===== config.mk =====
export PLATFORM = sky130hd
export DESIGN_NAME = hazard_stall_ctrl
export DESIGN_NICKNAME = d
export VERILOG_FILES = /design/src/rtl/hazard_stall_ctrl.sv
export SDC_FILE = /design/constraint.sdc
export NUM_CORES = 1
export LEC_CHECK = 0
export ABC_CLOCK_PERIOD_IN_PS = 4050
export CAP_MARGIN = 20
export CORE_UTILIZATION = 56
export DETAILED_ROUTE_END_ITERATION = 10
export GPL_ROUTABILITY_DRIVEN = 0
export PLACE_DENSITY = 0.95
export SETUP_SLACK_MARGIN = 0.3
export SKIP_CTS_REPAIR_TIMING = 1
export SYNTH_ARGS = -nofsm -noshare
export SYNTH_HDL_FRONTEND = slang
export SYNTH_SLANG_ARGS = --single-unit

===== constraint.sdc =====
create_clock -name clk -period 4.05 [get_ports clk]
set_clock_uncertainty 0.05 [all_clocks]
set_input_delay 0.6075 -clock clk [delete_from_list [all_inputs] [get_ports clk]]
set_output_delay 0.6075 -clock clk [all_outputs]
set_load 0.03 [all_outputs]

===== src/rtl/hazard_stall_ctrl.sv =====
// hazard_stall_ctrl: ID-stage hazard/stall controller for the 5-stage MIPS core.
// Detects load-use, mult/div-busy and data-memory-wait hazards and drives the
// PC/IF-ID enables, the bubble/flush controls and the pipeline freeze.
// It also owns the mult/div latency counter and the memory-wait watchdog.
// Optional macro HAZARD_PERF_CNT_EN adds the StallCount performance counter.
module hazard_stall_ctrl #(
  parameter int unsigned MD_LATENCY  = 32,
  parameter int unsigned MEM_TIMEOUT = 255
) (
  input  logic       clk,
  input  logic       reset,
  input  logic [4:0] ID_rs,
  input  logic [4:0] ID_rt,
  input  logic       ID_UseRs,
  input  logic       ID_UseRt,
  input  logic       ID_MdStart,
  input  logic       ID_MdRead,
  input  logic [4:0] EX_write_reg,
  input  logic       EX_MemRead,
  input  logic       BranchTaken,
  input  logic       Jump,
  input  logic       MEM_MemAccess,
  input  logic       DMemReady,
  output logic       PCWrite,
  output logic       IFID_Write,
  output logic       IFID_Flush,
  output logic       IDEX_Flush,
  output logic       PipeFreeze,
  output logic       MdBusy,
  output logic       MemTimeout
`ifdef HAZARD_PERF_CNT_EN
  ,
  output logic [31:0] StallCount
`endif
);

  localparam logic [7:0]  LP_MD_LAT  = 8'(MD_LATENCY);
  localparam logic [15:0] LP_TIMEOUT = 16'(MEM_TIMEOUT);

  typedef enum logic {
    ST_RUN,
    ST_WAIT
  } state_t;

  state_t      r_state;
  state_t      w_state_nxt;
  logic [7:0]  r_md_cnt;
  logic [15:0] r_wait_cnt;
  logic [15:0] w_wait_inc;
  logic        r_timeout;
  logic        w_in_wait;
  logic        w_freeze;
  logic        w_lu;
  logic        w_md;
  logic        w_md_busy;
  logic        w_md_load;

  assign w_freeze  = MEM_MemAccess & ~DMemReady;
  assign w_lu      = EX_MemRead & (EX_write_reg != 5'd0) &
                     ((ID_UseRs & (EX_write_reg == ID_rs)) |
                      (ID_UseRt & (EX_write_reg == ID_rt)));
  assign w_md_busy = (r_md_cnt != '0);
  assign w_md      = w_md_busy & (ID_MdStart | ID_MdRead);
  // A mult/div only starts the unit when it actually leaves ID.
  assign w_md_load = ID_MdStart & ~w_freeze & ~w_lu & ~w_md;

  assign MdBusy     = w_md_busy;
  assign MemTimeout = r_timeout;

  // Prioritised pipeline controls: reset, freeze, stall, redirect, run.
  always_comb begin
    PCWrite    = 1'b1;
    IFID_Write = 1'b1;
    IFID_Flush = 1'b0;
    IDEX_Flush = 1'b0;
    PipeFreeze = 1'b0;
    if (reset) begin
      PCWrite    = 1'b0;
      IFID_Write = 1'b0;
      IFID_Flush = 1'b1;
      IDEX_Flush = 1'b1;
    end else if (w_freeze) begin
      PipeFreeze = 1'b1;
      PCWrite    = 1'b0;
      IFID_Write = 1'b0;
    end else if (w_lu | w_md) begin
      PCWrite    = 1'b0;
      IFID_Write = 1'b0;
      IDEX_Flush = 1'b1;
    end else if (BranchTaken | Jump) begin
      IFID_Flush = 1'b1;
    end
  end

  // Mult/div latency counter: load on issue, else count down to zero.
  always_ff @(posedge clk or posedge reset) begin
    if (reset) begin
      r_md_cnt <= '0;
    end else if (w_md_load) begin
      r_md_cnt <= LP_MD_LAT;
    end else if (w_md_busy) begin
      r_md_cnt <= r_md_cnt - 8'd1;
    end
  end

  // Memory-wait FSM state register.
  always_ff @(posedge clk or posedge reset) begin
    if (reset) begin
      r_state <= ST_RUN;
    end else begin
      r_state <= w_state_nxt;
    end
  end

  // Memory-wait FSM next state.
  always_comb begin
    w_state_nxt = r_state;
    case (r_state)
      ST_RUN:  if (w_freeze)  w_state_nxt = ST_WAIT;
      ST_WAIT: if (~w_freeze) w_state_nxt = ST_RUN;
      default: w_state_nxt = ST_RUN;
    endcase
  end

  // Memory-wait FSM outputs.
  always_comb begin
    w_in_wait = (r_state == ST_WAIT);
  end

  assign w_wait_inc = (r_wait_cnt == '1) ? r_wait_cnt : (r_wait_cnt + 16'd1);

  // Saturating wait counter, cleared whenever the FSM is in RUN.
  always_ff @(posedge clk or posedge reset) begin
    if (reset) begin
      r_wait_cnt <= '0;
    end else if (!w_in_wait) begin
      r_wait_cnt <= '0;
    end else begin
      r_wait_cnt <= w_wait_inc;
    end
  end

  // Sticky watchdog flag, set on the edge the wait count reaches the limit.
  always_ff @(posedge clk or posedge reset) begin
    if (reset) begin
      r_timeout <= 1'b0;
    end else if (w_in_wait && (w_wait_inc == LP_TIMEOUT)) begin
      r_timeout <= 1'b1;
    end
  end

`ifdef HAZARD_PERF_CNT_EN
  logic [31:0] r_stall_cnt;

  assign StallCount = r_stall_cnt;

  // Count every cycle the PC is held.
  always_ff @(posedge clk or posedge reset) begin
    if (reset) begin
      r_stall_cnt <= '0;
    end else if (!PCWrite) begin
      r_stall_cnt <= r_stall_cnt + 32'd1;
    end
  end
`endif

endmodule


==> impl_metrics.yaml <==
sta:
  hold_viol_final: 0
  report.final.slew_viol_count: 0
  max_slew_margin_pct: 70.7
  finalSetupViolCount: 0
  max_freq_mhz: 273
  tightest_slew_ns: 0.439
  setup_tns_ns: 0
  hold_ws_ns: 0.447
  fin_crit_sh_pct: 90.5
  rsz0062_at_grt: "no"
  period_needed_ns: 3.67
placed_design:
  portBuffers: 32
  hpwl_mm: 2.98
synth:
  synth-async-reset-ratio_pct: 100
  netlist_area_sq_um: 1750
  synth-seq-area-share_pct: 37.2
  synth_top_area_share_pct: 37.2
  ys.flop_type: "dfrtp_1"
  synth_common_cells: "dfrtp_1, nor2_1, nand2_1"
  syn_inst: 196
  synth_edf_count: 0
  synth_compound_area_share_pct: 16.0
  yosysTopAreaCell: "dfrtp_1"
  synthAdderAreaFrac_pct: 2.15
  synth.most_common_cell: "dfrtp_1"
  synth.avg_cell_area_sq_um: 8.91
  synth-simple-area-share_pct: 27.5
  synth_area_leaders: "dfrtp_1, xnor2_1, nor2_1, nand2_1, nand2b_1"
  ys_ff_latch: 26
  synthXorXnorAreaFrac_pct: 9.53
  syn_nets: 225
  synth_top_family_by_area: "simple AND/OR/NAND/NOR gates"
  synth_cell_types: 45
  synth_mux_area_share_pct: 3.58
  ys_warn_count: 0
detailed_routing:
  via_per_inst: 5.98
  drt_first_pass_iters: 7
  ant_nets: 0
  drc: 1
  routed_wl_mm: 3.76
  num_vias: 1530
  wl_per_cell_um: 14.7
  drtIter0Drc: 90
floorplan:
  die-area_sq_um: 3350
  io_pins: 33
  die_h_um: 57.9
  die_w_um: 57.9
  core-area_sq_um: 2850
  row_count: 19
  initial_core_util_pct: 61.2
final_layout:
  postLayoutCoreUtil_pct: 73.6
  nets: 256
  fill_cells: 223
  syn2layout_area_growth_pct: 20.2
  drive_gt1_share_pct: 7.56
  antenna_cells: 0
grt:
  grt_max_degree: 27
  antenna_found_initial: 0
  globalRouteOverflowTotal: 0
  grt_pass1_wl_mm: 6.38
  track_usage_pct: 24.6
  grt_pass1_vias: 1424
pwr:
  power_leakage_uw: 0.000874
  power_uw: 714
  power_density_nw_per_um2: 340
  ir_drop_uv: 234
clocking:
  cts_root_buf: "clkbuf_4"
  cts.clk_slew.worst_paths_ns: 0.13
  clk_latency_ns: 0.31
  cts.sink_count: 26
  htree_levels: 1
  cts_buffer_depth: 2
  cts_tree: "done"
  cts_made_buffers: 3
critical_path:
  crit_type: "in -> out"
  crit_fanout: 5
  startpoint_type: "input pin"
  end_kind: "output pin"
  worstPathRequired_ns: 3.39
  cp_data_arrival_time_ns: 3.01
flow_run:
  drv_cap: 0
outcome:
  status: "finished with violations"
  violations: "design-rule violations"
min_path:
  hold_path_class: "reg -> reg"
[critical path: stages]
cell and delay [ns]:
clkdlybuf4s50_1 0.48, or4_4 0.57, o21a_4 0.23, a21oi_2 0.18, nand2_1 0.09, nor2_1 0.15, clkdlybuf4s50_1 0.70
[layout make-up]
class | count | area, sq um | share of cell area, %
flip-flops and latches | 26 | 651 | 31.0
multi-input cells | 155 | 1030 | 48.9
inverters | 8 | 30.0 | 1.43
repair buffers | 33 | 330 | 15.7
well taps | 31 | 38.8 | 1.85
clock buffers | 3 | 22.5 | 1.07
[sequential cells by signal, indices dropped and copies added, names as in the netlist]
register / cells
MemTimeout: 1
r_md_cnt: 8
r_state: 1
r_wait_cnt: 16
[power breakdown]
group	total [uW]	switching, uW	internal, uW
logic	255	131	124
registers	354	54.0	300
clock network	105	70.5	34.8
total	714	256	459
[placed cells by master, fill, tap and decap left out, drive strengths merged, types with 2 or more instances in the layout]
cell           count
and3               3
a31oi              7
and4               3
xnor2             13
xor2               6
a21oi              8
nand4              7
o21a               3
ha                 3
nor2              24
and2               2
nor3b              2
nand2             15
clkdlybuf4s50     31
dfrtp             26
a2bb2oi            4
nor3               5
mux2               2
nand2b             9
mux2i              4
o21ai             10
nand3             11
o22ai              2
inv                8
clkbuf             3
[metrics by stage]
step / instance area [sq um] / std cells / setup slack, ns
6_report: 2100 / 256 / 0.384
5_1_grt: 2100 / 256 / 0.313
4_1_cts: 2100 / 256 / 0.355
3_5_place_dp: 2070 / 253 / 0.379
3_3_place_gp: 2070 / 253 / 0.436
2_1_floorplan: 1750 / 196 / 1.11
[routing by layer]
layer	share of wire, %	up-vias	GRT usage (%)
met5	0	-	0
met2	48	49	39.7
met4	2.3	0	10.5
met3	4.8	8	3.35
li1	-	760	-
met1	45	713	33.1
[cells by family after synthesis]
| kind of cell | count (synthesis) |
|---|---|
| AND/OR/NAND/NOR | 88 |
| AO/OA/AOI/OAI | 39 |
| flip-flops | 26 |
| XOR/XNOR | 19 |
| buffers and inverters | 15 |
| multiplexers | 6 |
| adder cells (fa/ha/maj) | 3 |
[final timing paths]
check / from / endpoint / slack (ns) / depth (start not counted)
setup / recovery: EX_write_reg[1] / PCWrite / 0.38 / 7
hold / removal: MemTimeout / MemTimeout / 0.45 / 1
hold reg to reg: MemTimeout / MemTimeout / 0.45 / 1
max in group asynchronous: reset / r_md_cnt[1] / 3.02 / 3
setup reg to reg: r_md_cnt[2] / r_md_cnt[5] / 2.02 / 5
min in group asynchronous: reset / r_state / 0.69 / 3
Power figures use the tool's default switching activity.
==> edit, RTL diff (config.mk and constraints unchanged) <==
The option `HAZARD_PERF_CNT_EN` is turned on by a define.
--- a/src/rtl/hazard_stall_ctrl.sv
+++ b/src/rtl/hazard_stall_ctrl.sv
@@ -3,6 +3,8 @@
 // PC/IF-ID enables, the bubble/flush controls and the pipeline freeze.
 // It also owns the mult/div latency counter and the memory-wait watchdog.
 // Optional macro HAZARD_PERF_CNT_EN adds the StallCount performance counter.
+`define HAZARD_PERF_CNT_EN
+
 module hazard_stall_ctrl #(
   parameter int unsigned MD_LATENCY  = 32,
   parameter int unsigned MEM_TIMEOUT = 255
Behaviour (old outputs only; new: StallCount): unchanged (equiv_simple and equiv_induct, registers matched by name and starting in step).
==> edit against the original RTL <==
- the flow now finishes without violations
- setup slack worse by 0.015 ns
- total power rose to 2.7 times the old value
- die area up 81%
- final area up 94%
- area after synthesis up 84%
- utilization up 0.41 points
- routed wire length up 99%
- sequential cell count up 32
- critical path type unchanged
- largest power group unchanged
==> edit: results (changes against the original RTL) <==
metric,value,unit,change
Max IR drop VDD,0.000513,V,+120%
outcome,finished clean,,
CP arrival,3.02,ns,about the same
PortBufs,64,,+100%
H-tree depth,3,,+2
Post-Route Setup TNS,0,ns,unchanged
initial drt markers,144,,+60%
share of cells above drive strength 1,9.67,%,+2.1 points
Clock Root Buffer,clkbuf_8,,
"top cells by area, synth","dfrtp_1 45%, xor2_1 7.6%, xnor2_1 5.2%",,
global-route wire length before repair,12500,um,+96%
TritonCTS buffer count,9,,+6
pin count of the biggest net entering global routing,59,,+120%
number of global-route vias before repair,2749,,+93%
post-DR vias/cell,5.80,,-3.0%
Rel. slew slack,48.5,%,-22 points
WL per Instance,16.1,um,+9.3%
Psw,697,uW,+170%
synth unique cells,51,,+13%
leak pwr,1.63,nW,+86%
Skew-Pair Late Insertion Delay,0.33,ns,+0.02 ns
Nets,418,,+63%
sequential fraction of the synthesis area,45.1,%,+7.9 points
top cell types by occurrence after synthesis,"58 x dfrtp_1, 28 x xor2_1, 26 x nor2_1",,
Filler cells,380,,+70%
max reg flops,32,,+16
## edit: cell type report
cell class	count	share of cell area (%)
repair buffers	67	16.2
multi-input cells	239	40.3
clock inverters	2	0.246
flip-flops and latches	58	35.6
inverters	13	1.20
clock buffers	14	4.24
well taps	72	2.21
## edit: worst max-delay path, stage by stage
cell and delay (ns):
clkdlybuf4s50_1 0.54, xnor2_1 0.14, nand4_1 0.11, o22ai_1 0.46, and2_1 0.25, o21ai_0 0.12
nand2_1 0.12, clkdlybuf4s50_1 0.67
## edit: logic make-up (layout without fill, tap and decap cells)
group                      Yosys count  after routing  share of synthesized area [%]
DFF                                 58             58                           45.1
and+or+nand+nor                    151            151                           28.0
AOI/OAI and AO/OA                   34             34                           7.62
buffers and inverters               23             96                           3.85
muxes                                3              3                           1.01
adders and majority gates            4              4                           1.56
xor gates and xnor gates            47             47                           12.8
## edit: power groups by stage
stage	clock (mW)	sequential (mW)	combinational (mW)
after CTS	0.488	0.815	0.623
after global placement	0	0.813	0.589
after global routing	0.514	0.830	0.672
final	0.480	0.818	0.620
after floorplan	0	0.915	0.290
after detailed placement	0	0.820	0.616
## edit: path summary, 6_finish.rpt
kind / startpoint / endpoint / slack [ns] / cells past startpoint
setup / recovery: EX_write_reg[0] / IDEX_Flush / 0.37 / 8
hold reg to reg: MemTimeout / MemTimeout / 0.44 / 1
min in group asynchronous: reset / r_state / 0.93 / 3
hold / removal: MemTimeout / MemTimeout / 0.44 / 1
max in group asynchronous: reset / StallCount[28] / 2.55 / 3
setup reg to reg: r_md_cnt[2] / StallCount[5] / 1.35 / 7
## edit: metrics by stage
| stage | total power [mW] | instance area (um2) | utilization [%] | setup slack, ns | cells |
|---|---|---|---|---|---|
| floorplan | 1.20 | 3220 | - | 0.789 | 320 |
| global route | 2.02 | 4080 | 74.0 | 0.308 | 465 |
| detailed placement | 1.44 | 3890 | 70.6 | 0.247 | 449 |
| CTS | 1.93 | 4070 | 74.0 | 0.233 | 465 |
| finish | 1.92 | 4080 | 74.0 | 0.370 | 465 |
| global placement | 1.40 | 3890 | 70.6 | 0.324 | 449 |
## edit: metal layers
layer / GRT usage (%) / wire [um]
met1: 31.4 / 3050
met2: 46.2 / 3830
met3: 5.06 / 393
met4: 12.6 / 194
met5: 0 / 0
